**src/rtl/operand_loader_pkg.sv**
```systemverilog
// Shared types and constants for the operand loader: FSM states, slot count,
// and the debounce counter sizing helper.
package operand_loader_pkg;

  localparam int NUM_SLOTS = 4;

  typedef enum logic [1:0] {
    COLLECT = 2'd0,
    ISSUE   = 2'd1,
    RELEASE = 2'd2
  } state_t;

  function automatic int cnt_width(input int cycles);
    return (cycles < 1) ? 1 : $clog2(cycles + 1);
  endfunction

endpackage

```
**src/rtl/operand_loader_if.sv**
```systemverilog
// Operand/handshake bundle between the operand loader (master) and the
// 4-input processing block (slave): four operand slots plus 4-phase req/ack.
interface operand_loader_if #(
  parameter int DATA_W = 4
);
  logic [DATA_W-1:0] op0;
  logic [DATA_W-1:0] op1;
  logic [DATA_W-1:0] op2;
  logic [DATA_W-1:0] op3;
  logic              req;
  logic              ack;

  modport master (output op0, op1, op2, op3, req, input ack);
  modport slave  (input op0, op1, op2, op3, req, output ack);
endinterface

```
**src/rtl/operand_loader_sw_debounce.sv**
```systemverilog
// Single-switch conditioner: 2-flop synchroniser, stable-count debounce and a
// one-cycle registered pulse on each debounced 0->1 transition.
module sw_debounce
  import operand_loader_pkg::*;
#(
  parameter int DEBOUNCE_CYCLES = 4
) (
  input  logic clk,
  input  logic rst_n,
  input  logic raw,
  output logic rise
);

  localparam int            CW       = cnt_width(DEBOUNCE_CYCLES);
  localparam logic [CW-1:0] CNT_LAST = CW'(DEBOUNCE_CYCLES - 1);

  logic          sync1;
  logic          sync2;
  logic          level;
  logic [CW-1:0] cnt;

  // The edge that would bring the count to DEBOUNCE_CYCLES commits the new
  // level instead, so the counter tops out at DEBOUNCE_CYCLES-1 and cannot wrap.
  always_ff @(posedge clk or negedge rst_n) begin
    if (!rst_n) begin
      sync1 <= 1'b0;
      sync2 <= 1'b0;
      level <= 1'b0;
      cnt   <= '0;
      rise  <= 1'b0;
    end else begin
      sync1 <= raw;
      sync2 <= sync1;
      rise  <= 1'b0;
      if (sync2 == level) begin
        cnt <= '0;
      end else if (cnt == CNT_LAST) begin
        level <= sync2;
        cnt   <= '0;
        rise  <= sync2;
      end else begin
        cnt <= cnt + CW'(1);
      end
    end
  end

endmodule

```
**src/rtl/operand_loader.sv**
```systemverilog
// Operand loader: debounced slot selects load a nibble into each operand slot;
// a full set (or a go press when OPERAND_LOADER_PARTIAL_GO_EN is defined)
// is offered to the block through a 4-phase req/ack transaction.
module operand_loader
  import operand_loader_pkg::*;
#(
  parameter int DEBOUNCE_CYCLES = 4,
  parameter int DATA_W          = 4
) (
  input  logic                 clk,
  input  logic                 rst_n,
  input  logic [DATA_W-1:0]    sw_data,
  input  logic [NUM_SLOTS-1:0] sw_sel,
`ifdef OPERAND_LOADER_PARTIAL_GO_EN
  input  logic                 sw_go,
`endif
  operand_loader_if.master     blk,
  output logic [NUM_SLOTS-1:0] loaded,
  output logic                 busy,
  output logic                 err
);

  state_t               state, state_n;
  logic [DATA_W-1:0]    data_s1, data_s2;
  logic [DATA_W-1:0]    op_q [NUM_SLOTS];
  logic [NUM_SLOTS-1:0] sel_rise;
  logic [NUM_SLOTS-1:0] pick;
  logic [NUM_SLOTS-1:0] load_en;
  logic [NUM_SLOTS-1:0] loaded_n;
  logic                 multi;
  logic                 any_rise;
  logic                 err_n;

  genvar g;
  generate
    for (g = 0; g < NUM_SLOTS; g++) begin : g_sel
      sw_debounce #(.DEBOUNCE_CYCLES(DEBOUNCE_CYCLES)) u_db (
        .clk  (clk),
        .rst_n(rst_n),
        .raw  (sw_sel[g]),
        .rise (sel_rise[g])
      );
    end
  endgenerate

`ifdef OPERAND_LOADER_PARTIAL_GO_EN
  logic go_rise;

  sw_debounce #(.DEBOUNCE_CYCLES(DEBOUNCE_CYCLES)) u_db_go (
    .clk  (clk),
    .rst_n(rst_n),
    .raw  (sw_go),
    .rise (go_rise)
  );

  assign any_rise = (sel_rise != '0) || go_rise;
`else
  assign any_rise = (sel_rise != '0);
`endif

  // Lowest set bit wins; anything else rising alongside it is dropped.
  assign pick  = sel_rise & (~sel_rise + NUM_SLOTS'(1));
  assign multi = (sel_rise & ~pick) != '0;

  always_comb begin
    state_n  = state;
    loaded_n = loaded;
    load_en  = '0;
    err_n    = 1'b0;
    case (state)
      COLLECT: begin
        if (sel_rise != '0) begin
          load_en  = pick;
          loaded_n = loaded | pick;
          err_n    = multi;
        end
`ifdef OPERAND_LOADER_PARTIAL_GO_EN
        if (go_rise) begin
          if (loaded != '0) state_n = ISSUE;
          else              err_n   = 1'b1;
        end
`endif
        if (loaded_n == '1) state_n = ISSUE;
      end
      ISSUE: begin
        err_n = any_rise;
        if (blk.ack) state_n = RELEASE;
      end
      RELEASE: begin
        err_n = any_rise;
        if (!blk.ack) begin
          loaded_n = '0;
          state_n  = COLLECT;
        end
      end
      default: state_n = COLLECT;
    endcase
  end

  always_ff @(posedge clk or negedge rst_n) begin
    if (!rst_n) begin
      state   <= COLLECT;
      loaded  <= '0;
      err     <= 1'b0;
      data_s1 <= '0;
      data_s2 <= '0;
      for (int unsigned i = 0; i < NUM_SLOTS; i++) op_q[i] <= '0;
    end else begin
      state   <= state_n;
      loaded  <= loaded_n;
      err     <= err_n;
      data_s1 <= sw_data;
      data_s2 <= data_s1;
      for (int unsigned i = 0; i < NUM_SLOTS; i++) begin
        if (load_en[i]) op_q[i] <= data_s2;
      end
    end
  end

  assign blk.op0 = op_q[0];
  assign blk.op1 = op_q[1];
  assign blk.op2 = op_q[2];
  assign blk.op3 = op_q[3];
  assign blk.req = (state == ISSUE);
  assign busy    = (state != COLLECT);

endmodule

```
**src/flat_wrapper.sv**
```systemverilog
// flat-port wrapper written by rule: the top's interface ports become plain ports
module operand_loader_flat import operand_loader_pkg::*;
#(
  parameter int DEBOUNCE_CYCLES = 4,
  parameter int DATA_W          = 4
)
  (clk, rst_n, sw_data, sw_sel, loaded, busy, err, blk_op0, blk_op1, blk_op2, blk_op3, blk_req, blk_ack);
  operand_loader_if #(.DATA_W(DATA_W)) blk_i ();
  input  logic clk;
  input  logic rst_n;
  input  logic [DATA_W-1:0] sw_data;
  input  logic [NUM_SLOTS-1:0] sw_sel;
  output logic [NUM_SLOTS-1:0] loaded;
  output logic busy;
  output logic err;
  output wire logic [$bits(blk_i.op0)-1:0] blk_op0;
  output wire logic [$bits(blk_i.op1)-1:0] blk_op1;
  output wire logic [$bits(blk_i.op2)-1:0] blk_op2;
  output wire logic [$bits(blk_i.op3)-1:0] blk_op3;
  output wire logic [$bits(blk_i.req)-1:0] blk_req;
  input wire logic [$bits(blk_i.ack)-1:0] blk_ack;
  assign blk_op0 = blk_i.op0;
  assign blk_op1 = blk_i.op1;
  assign blk_op2 = blk_i.op2;
  assign blk_op3 = blk_i.op3;
  assign blk_req = blk_i.req;
  assign blk_i.ack = blk_ack;
  operand_loader #(.DEBOUNCE_CYCLES(DEBOUNCE_CYCLES), .DATA_W(DATA_W)) u_core (.clk(clk), .rst_n(rst_n), .sw_data(sw_data), .sw_sel(sw_sel), .blk(blk_i), .loaded(loaded), .busy(busy), .err(err));
endmodule
```
**config.mk**
```make
export PLATFORM = sky130hd
export DESIGN_NAME = operand_loader_flat
export DESIGN_NICKNAME = d
export VERILOG_FILES = /design/src/rtl/operand_loader_pkg.sv /design/src/rtl/operand_loader_if.sv /design/src/rtl/operand_loader_sw_debounce.sv /design/src/rtl/operand_loader.sv /design/src/flat_wrapper.sv
export SDC_FILE = /design/constraint.sdc
export NUM_CORES = 1
export LEC_CHECK = 0
export ABC_AREA = 1
export CORE_MARGIN = 8
export CORE_UTILIZATION = 47
export CTS_CLUSTER_DIAMETER = 40
export DETAILED_ROUTE_END_ITERATION = 10
export PLACE_DENSITY_LB_ADDON = 0.1
export SLEW_MARGIN = 20
export SYNTH_ARGS = -nofsm -noshare
export SYNTH_HDL_FRONTEND = slang
export SYNTH_SLANG_ARGS = --single-unit
```
**constraint.sdc**
```tcl
create_clock -name clk -period 1.35 [get_ports clk]
set_clock_uncertainty 0.1 [all_clocks]
set_input_delay 0.27 -clock clk [delete_from_list [all_inputs] [get_ports clk]]
set_output_delay 0.27 -clock clk [all_outputs]
set_load 0.02 [all_outputs]
```
; Word level (Yosys, flattened, before mapping)
; Cells that the tools add are included.
[totals]
wordCells = 97
ff_bits = 59
[classes]
addsub = 5
muxes = 28
bitwise = 9
n_eq_ne = 14
reduce_logical = 12
[op_table]
columns = op, count
row1 = 2-to-1 mux 3 bit, 8
row2 = 2-to-1 mux 4 bit, 5
row3 = adder 3 x 1 -> 3 bit (second input constant), 4
row4 = equality test 3 x 2 -> 1 bit (second input constant), 4
row5 = AND reduction 2 bit, 5
row6 = 2-to-1 mux 1 bit, 9
row7 = bitwise AND 4 bit, 2
row8 = NOT 4 bit, 2
row9 = case mux 4 bit (2 select lines), 1
row10 = nonzero test 4 bit, 2
row11 = 2-to-1 mux 2 bit, 3
row12 = case mux 2 bit (3 select lines), 1
row13 = adder 4 x 1 -> 4 bit (second input constant), 1
row14 = equality test 1 bit, 4
row15 = equality test 4 bit (second input constant), 1
row16 = inequality test 2 x 1 -> 1 bit (second input constant), 2
row17 = NOT 1 bit, 4
row18 = bitwise OR 4 bit, 1
row19 = nonzero test 2 bit, 2
row20 = AND reduction 3 bit, 1
row21 = equality test 2 x 1 -> 1 bit (second input constant), 1
row22 = equality test 2 bit (second input constant), 1
row23 = zero test 2 bit, 1
row24 = inequality test 2 bit (second input constant), 1
row25 = other kinds (2), 2

; Logic depth before layout (Yosys ltp)
[depth]
depth_word = 9
depth_mapped = 9

; Cells and area by module
; A second synthesis with hierarchy kept.
[unflattened]
hier_cells = 229
area_unflattened_um2 = 2298.5
[by_module_without_submodules]
columns = module, cells_per_inst, area_each_um2, instances, seq_area_each_um2
row1 = operand_loader, 121, 1237.4, 1, 775.7
row2 = sw_debounce, 27, 265.3, 4, 175.2

; Worst setup path after synthesis
; OpenSTA, ideal clock, no wires.
[synth_path]
path_kind = register to register
start = register u_core.state[0]
end = register u_core.loaded[0]
arrival_ns = 1.223
path_slack_ns = -0.051
synth_period_minus_slack_ns = 1.401
path_buffers = 0
path_stages_with_launch = 6
setup_ns = 0.078
required_time_ns = 1.172
cell_sequence = dfrtp_1 inv_1 ha_1 inv_2 or2_1 a21boi_1
[synth_via]
elab_chain_cells = 3
word_cells_on_any_way = 6
classes_between = 2 x eq/ne / 1 x mux / 3 x reduce/logical
[synth_lines]
columns = item, line
row1 = start: declaration, operand_loader.sv:23  ; state_t state, state_n;
row2 = start signal: assignment, operand_loader.sv:109  ; state <= state_n;
row3 = equality test 2 bit / zero test 2 bit (equally long branches), operand_loader.sv:70  ; case (state)
row4 = inequality test 2 bit (no source line) / nonzero test 2 bit (equally long branches), --
row5 = AND reduction 2 bit (no source line), --
row6 = end signal: assignment, operand_loader.sv:110  ; loaded <= loaded_n;
row7 = end: declaration, operand_loader.sv:18  ; output logic [NUM_SLOTS-1:0] loaded,
; Parallel ways exist; a longest one is shown, timed or not.
; A chain may end at the register's enable or synchronous reset.

; Final worst setup path
[layout_path]
start = register u_core.state[0]
end = output busy
[layout_via]
elab_chain_cells = 1
[layout_lines]
columns = item, line
row1 = nonzero test 2 bit, operand_loader.sv:125  ; assign busy = (state != COLLECT);
row2 = end: declaration, flat_wrapper.sv:14  ; output logic busy;
; No other way between the ends.

==> impl_metrics.tcl <==
set metrics [dict create \
    dieHeight_um 84.5 \
    placedInstanceArea_um2 2710 \
    period_needed_ns 1.48 \
    cts.sinks 59 \
    grt_pass1_vias 1652 \
    cpMaxStageDelayCell "dfrtp_1" \
    cts_tree "built" \
    die_w_um 84.5 \
    slew_viol_final 0 \
    grt_overflow 0 \
    yosysSeqAreaShare 0.669 \
    die-area_um2 7140 \
    yosysTopAreaCell "dfrtp_1" \
    place_ws_ns -0.304 \
    antenna_found_initial 0 \
    leakagePower_nw 1.48 \
    setup_viol 16 \
    clkTransAtPathRegs_ns 0.06 \
    vias 1500 \
    diodes 0 \
    peakVddDrop_uv 925 \
    post-route-util 0.626 \
    htreeDepth 3 \
    critPathCaptureType "output port" \
    maxSlewHeadroom 0.771 \
    max-cap-violations 0 \
    run_status "finished, violations left" \
    placed_cells 301 \
    io_buffers 33 \
    power.internal_mw 4.06 \
    holdCritPathClass "reg2reg" \
    via_per_inst 4.70 \
    netlist_area_um2 2210 \
    pwr-share-comb 0.396 \
    area.growth.synth_to_final_pct 31.5 \
    ios 34 \
    critical_path_peak_fanout 3 \
    hold_viol_final 0 \
    arrival_ns 1.11 \
    grt_max_degree 35 \
    start_util 0.476 \
    fin_crit_sh 1.09 \
    critical_path_required_ns 0.98 \
    startpoint_type "register" \
    grt_pass1_wl_um 7580 \
    drive_gt1_frac 0.302 \
    clock_path_buffers 2 \
    synth_seq_cells 59 \
    core_area_um2 4630 \
    synth-warning-count 0 \
    final_cells 319 \
    stdcell_area_um2 2900 \
    grt_usage 0.135 \
    fp-row-count 25 \
    slowest_delay_ns 0.40 \
    path_class "reg2out" \
    power.density_nw_per_um2 2200 \
    hpwl_um 2990 \
    place_congestion 0.766 \
    p_seq_frac 0.391 \
    switchingPower_mw 2.31 \
    nNetsFinal 281 \
    cts_root_buf "clkbuf_8" \
    synthTopCellsByArea "dfrtp_1 67%, nand2_1 8.2%, ha_1 4.5%" \
    wire_per_inst_um 13.0 \
    drc 0 \
    fin_ws_ns -0.126 \
    cts_made_buffers 9 \
    synthesis.nets 220 \
    first_iter_violations 37 \
    synth_cells 201 \
    ys_types 19 \
    syn_avg_cell_area_um2 11.0 \
    first_pass_iters 4 \
    wirelength_um 4160 \
    rrSetupSlack_ns -0.09 \
    ant_nets 0 \
    worstSkewPairLatency_ns 0.33 \
    p_clk_frac 0.212 \
    crit_chain "inv_2 > ha_4 > inv_2 > buf_6" \
    crit_top_cell "inv_2" \
    fmaxAchievable_mhz 678 \
    violations "setup timing" \
    switching_share 0.363 \
    tightest_slew_ns 0.340 \
    yosysTopAreaCellShare 0.669 \
    rsz0062_at_grt "yes" \
]
-- final cells by class --
cell class	count	area, um^2
Multi-Input combinational cell	116	718
Tap cell	54	67.6
Timing Repair Buffer	50	373
Clock buffer	11	151
Clock inverter	3	15.0
Inverter	26	97.6
Fill cell	398	1730
Sequential cell	59	1480
-- timing repair --
action,CTS,global route
pin swaps,8,10
buffers inserted,2,1
hold buffers,1,0
gates cloned,0,0
endpoints found under the setup margin,45,36
endpoints found under the hold margin,12,0
gates resized for setup,96,24
-- layout by cell type (no fill, tap or decap), types with 2 or more instances in the layout --
cell,netlist,routed
nand3_1,5,3
buf_6,0,4
o21ai_1,5,6
o21ai_0,11,10
nand2_2,1,3
nand3_2,3,4
inv_2,2,5
nand2_1,48,44
o22ai_2,0,2
xnor2_1,4,4
ha_1,8,5
ha_4,0,2
nor2_4,2,2
buf_2,0,22
inv_1,24,21
a21oi_1,3,3
clkdlybuf4s50_1,0,9
clkbuf_8,0,11
nand2_4,0,2
nor2_1,9,8
dfrtp_1,59,58
o21a_1,4,4
nor3_1,8,8
clkinv_2,0,3
buf_4,0,13
-- per-stage QoR --
stage / power [mW] / setup TNS, ns / hold WS [ns]
after detailed placement: 4.99 / -1.97 / 0.0874
after CTS: 6.42 / -0.704 / 0.248
final: 6.38 / -0.554 / 0.246
after global routing: 6.83 / -1.94 / 0.252
after floorplan: 3.83 / -0.00864 / -0.126
after global placement: 4.93 / -1.29 / 0.0853
-- state kept, by name, summed over array words and instances (netlist names), 2 cells and up --
name / cells
u_core.blk.op0: 4
u_core.blk.op1: 4
u_core.blk.op2: 4
u_core.blk.op3: 4
u_core.data_s1: 4
u_core.data_s2: 4
u_core.g_sel.u_db.cnt: 12
u_core.g_sel.u_db.level: 4
u_core.g_sel.u_db.rise: 4
u_core.g_sel.u_db.sync1: 4
u_core.g_sel.u_db.sync2: 4
u_core.loaded: 4
u_core.state: 2
-- cells in the mapped netlist --
cell type	number
inv_1	24
nand2_1	48
nor2_4	2
a21oi_1	3
nand2_2	1
o21ai_0	11
o21a_1	4
xnor2_1	4
dfrtp_1	59
nand3_2	3
or2_1	1
inv_2	2
o22ai_1	2
a21boi_1	2
nor3_1	8
nand3_1	5
nor2_1	9
ha_1	8
o21ai_1	5
-- critical path, delay by kind of cell, from the launching register on --
kind	cells	cell delay, ns
flops	1	0.40
fa+ha+maj	1	0.14
buf+inv	3	0.25
-- power by group through the flow --
stage	registers, mW	clock network, mW	logic, mW
final	2.50	1.35	2.53
after global routing	2.55	1.47	2.81
after CTS	2.51	1.40	2.51
after detailed placement	2.53	0	2.46
after global placement	2.52	0	2.41
after floorplan	2.83	0	1.00
-- per-layer routing --
layer	wire length, um	vias to the layer above	track usage
li1	-	764	-
met1	1970	696	0.172
met2	1840	34	0.189
met3	286	6	0.0634
met4	55	0	0.0583
met5	0	-	0
-- cells by family (layout without fill, tap and decap cells) --
family | after synthesis | in the layout | share of synthesized area
adders and majority gates | 8 | 8 | 0.0454
and+or+nand+nor | 77 | 77 | 0.156
buffers and inverters | 26 | 90 | 0.0442
DFF | 59 | 59 | 0.669
xor gates and xnor gates | 4 | 4 | 0.0159
AOI/OAI and AO/OA | 27 | 27 | 0.0692
-- final timing paths --
path                       depth (start not counted)                   endpoint         startpoint
max in group asynchronous                          3  u_core.g_sel[0].u_db.rise              rst_n
min in group asynchronous                          2           u_core.loaded[0]              rst_n
hold / removal                                     0          u_core.data_s2[0]  u_core.data_s1[0]
hold reg to reg                                    0          u_core.data_s2[0]  u_core.data_s1[0]
setup / recovery                                   4                       busy    u_core.state[0]
setup reg to reg                                   9            u_core.state[1]    u_core.state[0]
No activity file was read; power rests on OpenSTA's default activity.
